==> src/rtl/window_avg_out_if.sv <==
// rtl/window_avg_out_if.sv - stream/statistics bundle between the summer, the averager and its consumer
interface window_avg_out_if #(
    parameter int WIDTH = 8,
    parameter int SW    = 11
);
    logic [SW-1:0]    i_sum;
    logic             i_valid;
    logic [WIDTH-1:0] o_avg;
    logic             o_valid;
    logic             i_ready;
    logic             o_overflow;
    logic [WIDTH-1:0] o_min;
    logic [WIDTH-1:0] o_max;
    logic             o_frame_done;

    modport slave (
        input  i_sum, i_valid, i_ready,
        output o_avg, o_valid, o_overflow, o_min, o_max, o_frame_done
    );

    modport master (
        output i_sum, i_valid, i_ready,
        input  o_avg, o_valid, o_overflow, o_min, o_max, o_frame_done
    );
endinterface

==> src/rtl/window_avg_out.sv <==
// rtl/window_avg_out.sv - rounded moving average with warm-up discard, 2-entry output queue and frame min/max
module window_avg_out #(
    parameter int WIDTH = 8,
    parameter int DEPTH = 8,
    parameter int SW    = WIDTH + $clog2(DEPTH),
    parameter int FRAME = 16
) (
    input  logic             clk,
    input  logic             rst,
    window_avg_out_if.slave  bus
);
    localparam int              LG         = $clog2(DEPTH);
    localparam int              FW         = $clog2(FRAME);
    localparam logic [SW:0]     HALF       = (SW+1)'(DEPTH / 2);
    localparam logic [LG:0]     WARM_DONE  = (LG+1)'(DEPTH);
    localparam logic [LG:0]     WARM_ONE   = (LG+1)'(1);
    localparam logic [FW-1:0]   FRAME_LAST = FW'(FRAME - 1);
    localparam logic [FW-1:0]   FRAME_ONE  = FW'(1);

    logic [SW:0]      rnd;
    logic [WIDTH-1:0] avg;
    logic             pop, push;
    logic [WIDTH-1:0] new_min, new_max;

    logic [LG:0]      warm_q, warm_d;
    logic             s_valid_q, s_valid_d;
    logic [WIDTH-1:0] s_avg_q, s_avg_d;
    logic [WIDTH-1:0] q0_q, q0_d, q1_q, q1_d;
    logic [1:0]       cnt_q, cnt_d;
    logic             ovf_q, ovf_d;
    logic [FW-1:0]    fcnt_q, fcnt_d;
    logic [WIDTH-1:0] run_min_q, run_min_d, run_max_q, run_max_d;
    logic [WIDTH-1:0] min_q, min_d, max_q, max_d;
    logic             done_q, done_d;

    // Sum is widened by one bit so the rounding offset cannot wrap.
    assign rnd = {1'b0, bus.i_sum} + HALF;
    assign avg = WIDTH'(rnd >> LG);

    assign pop  = (cnt_q != 2'd0) && bus.i_ready;
    assign push = s_valid_q && ((cnt_q != 2'd2) || pop);

    assign new_min = (s_avg_q < run_min_q) ? s_avg_q : run_min_q;
    assign new_max = (s_avg_q > run_max_q) ? s_avg_q : run_max_q;

    always_comb begin
        warm_d    = warm_q;
        s_valid_d = 1'b0;
        s_avg_d   = s_avg_q;
        if (bus.i_valid) begin
            if (warm_q == WARM_DONE) begin
                s_valid_d = 1'b1;
                s_avg_d   = avg;
            end else begin
                warm_d = warm_q + WARM_ONE;
            end
        end
    end

    // q0 is always the head; a pop shifts q1 forward before any push lands.
    always_comb begin
        q0_d  = q0_q;
        q1_d  = q1_q;
        cnt_d = cnt_q;
        if (pop && push) begin
            if (cnt_q == 2'd1) begin
                q0_d = s_avg_q;
            end else begin
                q0_d = q1_q;
                q1_d = s_avg_q;
            end
        end else if (pop) begin
            q0_d  = q1_q;
            cnt_d = cnt_q - 2'd1;
        end else if (push) begin
            if (cnt_q == 2'd0) q0_d = s_avg_q;
            else               q1_d = s_avg_q;
            cnt_d = cnt_q + 2'd1;
        end
        ovf_d = ovf_q | (s_valid_q & ~push);
    end

    always_comb begin
        fcnt_d    = fcnt_q;
        run_min_d = run_min_q;
        run_max_d = run_max_q;
        min_d     = min_q;
        max_d     = max_q;
        done_d    = 1'b0;
        if (s_valid_q) begin
            if (fcnt_q == FRAME_LAST) begin
                min_d     = new_min;
                max_d     = new_max;
                done_d    = 1'b1;
                run_min_d = '1;
                run_max_d = '0;
                fcnt_d    = '0;
            end else begin
                run_min_d = new_min;
                run_max_d = new_max;
                fcnt_d    = fcnt_q + FRAME_ONE;
            end
        end
    end

    always_ff @(posedge clk or posedge rst) begin
        if (rst) begin
            warm_q    <= '0;
            s_valid_q <= 1'b0;
            s_avg_q   <= '0;
            q0_q      <= '0;
            q1_q      <= '0;
            cnt_q     <= 2'd0;
            ovf_q     <= 1'b0;
            fcnt_q    <= '0;
            run_min_q <= '1;
            run_max_q <= '0;
            min_q     <= '0;
            max_q     <= '0;
            done_q    <= 1'b0;
        end else begin
            warm_q    <= warm_d;
            s_valid_q <= s_valid_d;
            s_avg_q   <= s_avg_d;
            q0_q      <= q0_d;
            q1_q      <= q1_d;
            cnt_q     <= cnt_d;
            ovf_q     <= ovf_d;
            fcnt_q    <= fcnt_d;
            run_min_q <= run_min_d;
            run_max_q <= run_max_d;
            min_q     <= min_d;
            max_q     <= max_d;
            done_q    <= done_d;
        end
    end

    assign bus.o_valid      = (cnt_q != 2'd0);
    assign bus.o_avg        = (cnt_q != 2'd0) ? q0_q : '0;
    assign bus.o_overflow   = ovf_q;
    assign bus.o_min        = min_q;
    assign bus.o_max        = max_q;
    assign bus.o_frame_done = done_q;
endmodule

==> src/flat_wrapper.sv <==
// flat-port wrapper written by rule: the top's interface ports become plain ports
module window_avg_out_flat 
#(
    parameter int WIDTH = 8,
    parameter int DEPTH = 8,
    parameter int SW    = WIDTH + $clog2(DEPTH),
    parameter int FRAME = 16
)
  (clk, rst, bus_i_sum, bus_i_valid, bus_i_ready, bus_o_avg, bus_o_valid, bus_o_overflow, bus_o_min, bus_o_max, bus_o_frame_done);
  window_avg_out_if #(.WIDTH(WIDTH), .SW(SW)) bus_i ();
  input  logic clk;
  input  logic rst;
  input wire logic [$bits(bus_i.i_sum)-1:0] bus_i_sum;
  input wire logic [$bits(bus_i.i_valid)-1:0] bus_i_valid;
  input wire logic [$bits(bus_i.i_ready)-1:0] bus_i_ready;
  output wire logic [$bits(bus_i.o_avg)-1:0] bus_o_avg;
  output wire logic [$bits(bus_i.o_valid)-1:0] bus_o_valid;
  output wire logic [$bits(bus_i.o_overflow)-1:0] bus_o_overflow;
  output wire logic [$bits(bus_i.o_min)-1:0] bus_o_min;
  output wire logic [$bits(bus_i.o_max)-1:0] bus_o_max;
  output wire logic [$bits(bus_i.o_frame_done)-1:0] bus_o_frame_done;
  assign bus_i.i_sum = bus_i_sum;
  assign bus_i.i_valid = bus_i_valid;
  assign bus_i.i_ready = bus_i_ready;
  assign bus_o_avg = bus_i.o_avg;
  assign bus_o_valid = bus_i.o_valid;
  assign bus_o_overflow = bus_i.o_overflow;
  assign bus_o_min = bus_i.o_min;
  assign bus_o_max = bus_i.o_max;
  assign bus_o_frame_done = bus_i.o_frame_done;
  window_avg_out #(.WIDTH(WIDTH), .DEPTH(DEPTH), .SW(SW), .FRAME(FRAME)) u_core (.clk(clk), .rst(rst), .bus(bus_i));
endmodule
==> config.mk <==
export PLATFORM = sky130hd
export DESIGN_NAME = window_avg_out_flat
export DESIGN_NICKNAME = d
export VERILOG_FILES = /design/src/rtl/window_avg_out_if.sv /design/src/rtl/window_avg_out.sv /design/src/flat_wrapper.sv
export SDC_FILE = /design/constraint.sdc
export NUM_CORES = 1
export LEC_CHECK = 0
export CORE_MARGIN = 2
export CORE_UTILIZATION = 35
export CTS_CLUSTER_SIZE = 12
export DETAILED_ROUTE_END_ITERATION = 10
export SYNTH_ARGS = -nofsm -noshare
export SYNTH_HDL_FRONTEND = slang
export SYNTH_SLANG_ARGS = --single-unit
export TNS_END_PERCENT = 5
==> constraint.sdc <==
create_clock -name clk -period 3.55 [get_ports clk]
set_clock_uncertainty 0.15 [all_clocks]
set_input_delay 1.065 -clock clk [delete_from_list [all_inputs] [get_ports clk]]
set_output_delay 1.065 -clock clk [all_outputs]
set_load 0.02 [all_outputs]
==> flow_summary.yaml <==
finish:
  layout.nets: 431
  antenna_cells: 0
  drive_gt1_share_pct: 12.8
  area_growth_pct: 20.5
critical_path:
  worstSetupEndpointType: "output pin"
  crit_arrival_ps: 1970
  crit_required_ps: 2330
  path_buf_inv: 2
  crit_type: "reg2out"
  crit_family: "buffers and inverters"
  crit_fanout: 11
  startpoint_type: "register"
  worst_path_largest_cell_delay_ps: 620
  crit_chain: "inv_1 > ha_1 > nor2b_1 > clkdlybuf4s50_1"
  critical_path.slowest_cell: "clkdlybuf4s50_1"
power_and_ir_drop:
  irDropWorstVdd_mv: 0.338
  power_mw: 4.00
  leakage_nw: 1.96
  power_density_nw_per_um2: 916
global_route:
  gr-usage-all-layers_pct: 15.1
  grt.overflow.total: 0
  antenna_found_initial: 0
  grt_max_degree: 30
  grt_pass1_wl_mm: 13.1
  grt_pass1_vias: 2577
routing:
  ant_nets: 0
  viasPerCell: 5.04
  drcViolationCount: 0
  vias: 2695
  firstDrtPassIters: 4
  wire_per_inst_um: 14.7
  routed_wl_mm: 7.85
  drt_iter0_drc: 131
timing:
  rsz0062_at_grt: "no"
  hold_viol_final: 0
  period_minus_slack_ps: 3180
  fmax_mhz: 314
  period_share_pct: 89.7
  setup_tns_ps: 0
  worst_pin_slew_ps: 927
  worst_slack_ps: 367
  slew_headroom_pct: 38.2
  drv_slew: 0
  final-setup-viol-count: 0
clock_network:
  cts_tree: "built"
  clkTransAtPathRegs_ps: 80
  numCtsBuffers: 9
  cts_root_buf: "clkbuf_8"
  clock_sinks: 69
  postCtsSetupBuffers: 0
  postCtsResizedCells: 0
  worstSkewPairLatency_ps: 350
  cts_hold_buf: 0
  clockBufferDepth: 2
  ctsHtreeMaxLevel: 3
min_path:
  hold_path.class: "reg2reg"
die:
  io_pins: 42
  dieArea_um2: 11200
  core_um2: 10200
  die_w_um: 106
  die_y_um: 106
  start_util_pct: 35.6
  num_rows: 37
synthesis:
  netlist_instances: 346
  synth-edff-count: 0
  async_flop_share_pct: 100
  ys_ff_latch: 69
  synth_top_cell_area_share_pct: 42.1
  syn_area_um2: 3620
  syn_nets: 383
  yosysWarnings: 0
  synth_cell_types: 40
  synth.largest_area_cell: "dfrtp_1"
  synth.area.top_cells: "dfrtp_1 42%, ha_1 7.6%, dfstp_2 5.8%"
  synth-seq-area-share_pct: 47.9
  synth.avg_cell_area_um2: 10.5
  dominantRegCellSynth: "dfrtp_1"
placement:
  place_ws_ps: 583
  gp_congestion: 0.806
  portBuffers: 39
  dp_hpwl_mm: 5.58
run_status:
  status: "complete, no violations"
flow_run:
  cap_viol_max_count: 0
==> kinds of logic (layout without fill, tap and decap cells) <==
kind of cell / count (synthesis) / after routing / synth area share, %
buffers and inverters: 34 / 87 / 3.70
flip-flops: 69 / 69 / 47.9
XOR/XNOR: 12 / 12 / 2.90
adder cells (fa/ha/maj): 22 / 22 / 7.60
AO/OA/AOI/OAI: 91 / 91 / 18.2
multiplexers: 29 / 29 / 8.36
AND/OR/NAND/NOR: 89 / 89 / 11.3
==> cell usage after synthesis (all sizes together), types with 5 or more instances <==
library cell  number
nor2b             11
a22o               8
dfstp              8
a41oi              8
nand2             45
inv               23
mux2i             19
dfrtp             61
nand3              6
xnor2              7
xor2               5
o21ai             38
ha                22
a21oi              9
nor2              13
mux2              10
clkbuf             8
a31oi             12
==> worst min-delay path: cells and delay by family, from the launching register on <==
kind | cells | cell delay, ps
AO/OA/AOI/OAI | 1 | 60
AND/OR/NAND/NOR | 1 | 40
flip-flops | 1 | 340
==> metrics by stage <==
step	area (um2)	instances	util (%)	hold WS (ps)
after floorplan	3620	346	-	292
after global placement	4200	519	41.3	303
after detailed placement	4200	519	41.3	313
after CTS	4370	535	42.9	331
after global routing	4370	535	42.9	344
final	4370	535	42.9	323
==> power by group <==
group | switching (mW) | internal, mW | leakage [nW] | total, mW
clock network | 0.287 | 0.272 | 0.0844 | 0.559
registers | 0.255 | 1.14 | 0.874 | 1.39
logic | 1.18 | 0.868 | 1.00 | 2.05
==> worst paths after layout <==
kind / slack, ps / cells after the start / startpoint / end
worst max-delay path: 370 / 4 / u_core.cnt_q[0]$_DFFE_PP0P_ / bus_o_avg[1]
worst min-delay path: 320 / 2 / u_core.q0_q[2]$_DFFE_PP0P_ / u_core.q0_q[2]$_DFFE_PP0P_
worst max register to register: 870 / 7 / u_core.s_avg_q[0]$_DFFE_PP0P_ / u_core.run_max_q[0]$_DFFE_PP0P_
worst min register to register: 320 / 2 / u_core.q0_q[2]$_DFFE_PP0P_ / u_core.q0_q[2]$_DFFE_PP0P_
max in group asynchronous: 1590 / 3 / rst / u_core.run_min_q[1]$_DFFE_PP1P_
min in group asynchronous: 920 / 2 / rst / u_core.bus.o_min[7]$_DFFE_PP0P_
==> layer usage <==
metal	track usage (%)	routed length [um]	up-vias
met5	0	0	-
met4	7.24	187	0
met1	21.0	3770	1291
li1	-	-	1335
met3	2.47	308	15
met2	22.9	3580	54
==> sequential cells by signal, summed over array words and instances, names as in the netlist <==
register	count
u_core.bus.o_frame_done	1
u_core.bus.o_max	8
u_core.bus.o_min	8
u_core.bus.o_overflow	1
u_core.cnt_q	2
u_core.fcnt_q	4
u_core.q0_q	8
u_core.q1_q	8
u_core.run_max_q	8
u_core.run_min_q	8
u_core.s_avg_q	8
u_core.s_valid_q	1
u_core.warm_q	4
==> layout make-up <==
type	count	area [um2]
repair buffers	48	458
clock inverters	2	10.0
multi-input cells	243	1750
well taps	136	170
inverters	23	86.3
clock buffers	14	153
fillers	1014	5820
flip-flops and latches	69	1740
==> placed cells by master (no fill, tap or decap), drive strengths merged, types with 12 or more instances in the layout <==
| cell | instances |
|---|---|
| o21ai | 38 |
| nand2 | 45 |
| dfrtp | 61 |
| clkdlybuf4s50 | 39 |
| a31oi | 12 |
| mux2i | 19 |
| inv | 23 |
| nor2 | 13 |
| clkbuf | 14 |
| ha | 22 |
Power figures use the tool's default switching activity.
==> patch (config.mk and constraints unchanged) <==
`WIDTH` is set to 8 in 3 places; all go to 12.
--- a/src/rtl/window_avg_out_if.sv
+++ b/src/rtl/window_avg_out_if.sv
@@ -1,6 +1,6 @@
 // rtl/window_avg_out_if.sv - stream/statistics bundle between the summer, the averager and its consumer
 interface window_avg_out_if #(
-    parameter int WIDTH = 8,
+    parameter int WIDTH = 12,
     parameter int SW    = 11
 );
     logic [SW-1:0]    i_sum;
--- a/src/rtl/window_avg_out.sv
+++ b/src/rtl/window_avg_out.sv
@@ -1,6 +1,6 @@
 // rtl/window_avg_out.sv - rounded moving average with warm-up discard, 2-entry output queue and frame min/max
 module window_avg_out #(
-    parameter int WIDTH = 8,
+    parameter int WIDTH = 12,
     parameter int DEPTH = 8,
     parameter int SW    = WIDTH + $clog2(DEPTH),
     parameter int FRAME = 16
--- a/src/flat_wrapper.sv
+++ b/src/flat_wrapper.sv
@@ -1,7 +1,7 @@
 // flat-port wrapper written by rule: the top's interface ports become plain ports
 module window_avg_out_flat 
 #(
-    parameter int WIDTH = 8,
+    parameter int WIDTH = 12,
     parameter int DEPTH = 8,
     parameter int SW    = WIDTH + $clog2(DEPTH),
     parameter int FRAME = 16
Ports: changed (resized bus_i_sum, bus_o_avg, bus_o_max and bus_o_min); port bits go from 42 to 58. The function was not compared with the original's and may differ.
==> patch against the unedited design <==
  * Critical path depth unchanged
  * Combinational power up 32%
  * Wire length is 37% higher
  * Worst setup slack worse by 0.070 ns
  * Area after synthesis is 34% higher
  * Design area is 39% higher
  * Sequential share of layout area grew 0.58 points
  * Power increased by 43%
  * Register-to-register slack got worse by 0.21 ns
  * Sequential cell count grew 28
==> patch: results (changes against the unedited design) <==
Status: complete, no violations (unchanged)
CTS root buf: clkbuf_16 (was clkbuf_8)
Number of global-route vias before repair: 3434 (was 2577)
Filler cells: 1307 (was 1014)
GR Util met3: 4.07% (was 2.47%)
Clock transition at path regs: 0.06 ns (was 0.08 ns)
Routability cong.: 0.832 (was 0.806)
Seq/Total Area, Yosys: 50.2% (was 47.9%)
Non-clock buffer share of cell area: 11.7% (was 10.5%)
Multi-In Gates: 308 (was 243)
R2r endpoint: u_core.bus.o_max[4]$_DFFE_PP0P_ (was u_core.run_max_q[0]$_DFFE_PP0P_)
Pin count of the biggest net entering global routing: 98 (was 30)
Final non-filler cell total: 708 (was 535)
Largest class: flip-flops and latches (was multi-input gates)
Post-synth top cells: dfrtp_1, nand2_1, inv_1, o21ai_0, ha_1 (was dfrtp_1, nand2_1, o21ai_0)
Share of layout cells above drive strength 1: 15.2% (was 12.8%)
Leakage: 0.00273 uW (was 0.00196 uW)
Reg2Reg Depth: 9 (was 7)
Port bufs: 55 (was 39)
Critical Path AT: 2.04 ns (was 1.97 ns)
Layout Nets: 572 (was 431)
PwrDens: 947 nW/um2 (was 916 nW/um2)
Max-slew headroom: 42.4% (was 38.2%)
Crit-path max cell delay: 0.57 ns (was 0.62 ns)
WL met3: 429 um (was 308 um)
DRT met1 WL: 5200 um (was 3770 um)
CP max FO: 13 (was 11)
Hold EP: u_core.bus.o_overflow$_DFF_PP0_ (was u_core.q0_q[2]$_DFFE_PP0P_)
Syn nets: 505 (was 383)
Clock network power: 1050 uW (was 559 uW)
DP HPWL: 7540 um (was 5580 um)
Bufs w/o clock: 74 (was 48)
DR iter-0 viols: 161 (was 131)
Met2 Wirelength: 4960 um (was 3580 um)
Clk tree area frac: 5.36% (was 3.73%)
Placed cells: 692 (was 519)
==> patch: logic make-up (layout without fill, tap and decap cells) <==
group	after synthesis	after routing	share of synthesized area (%)
adder cells (fa/ha/maj)	30	30	7.71
AO/OA/AOI/OAI	104	104	14.6
AND/OR/NAND/NOR	117	117	11.6
flip-flops	97	97	50.2
buffers and inverters	51	123	4.21
multiplexers	41	41	8.79
XOR/XNOR	16	16	2.88
==> patch: per-stage QoR <==
| stage | hold slack (ns) | utilization (%) | total power, uW | setup WS [ns] |
|---|---|---|---|---|
| floorplan | 0.299 | - | 3700 | 1.11 |
| global placement | 0.304 | 41.7 | 4620 | 0.596 |
| detailed placement | 0.318 | 41.7 | 4720 | 0.560 |
| CTS | 0.332 | 44.1 | 5800 | 0.227 |
| global route | 0.349 | 44.1 | 6190 | 0.135 |
| finish | 0.325 | 44.1 | 5730 | 0.296 |
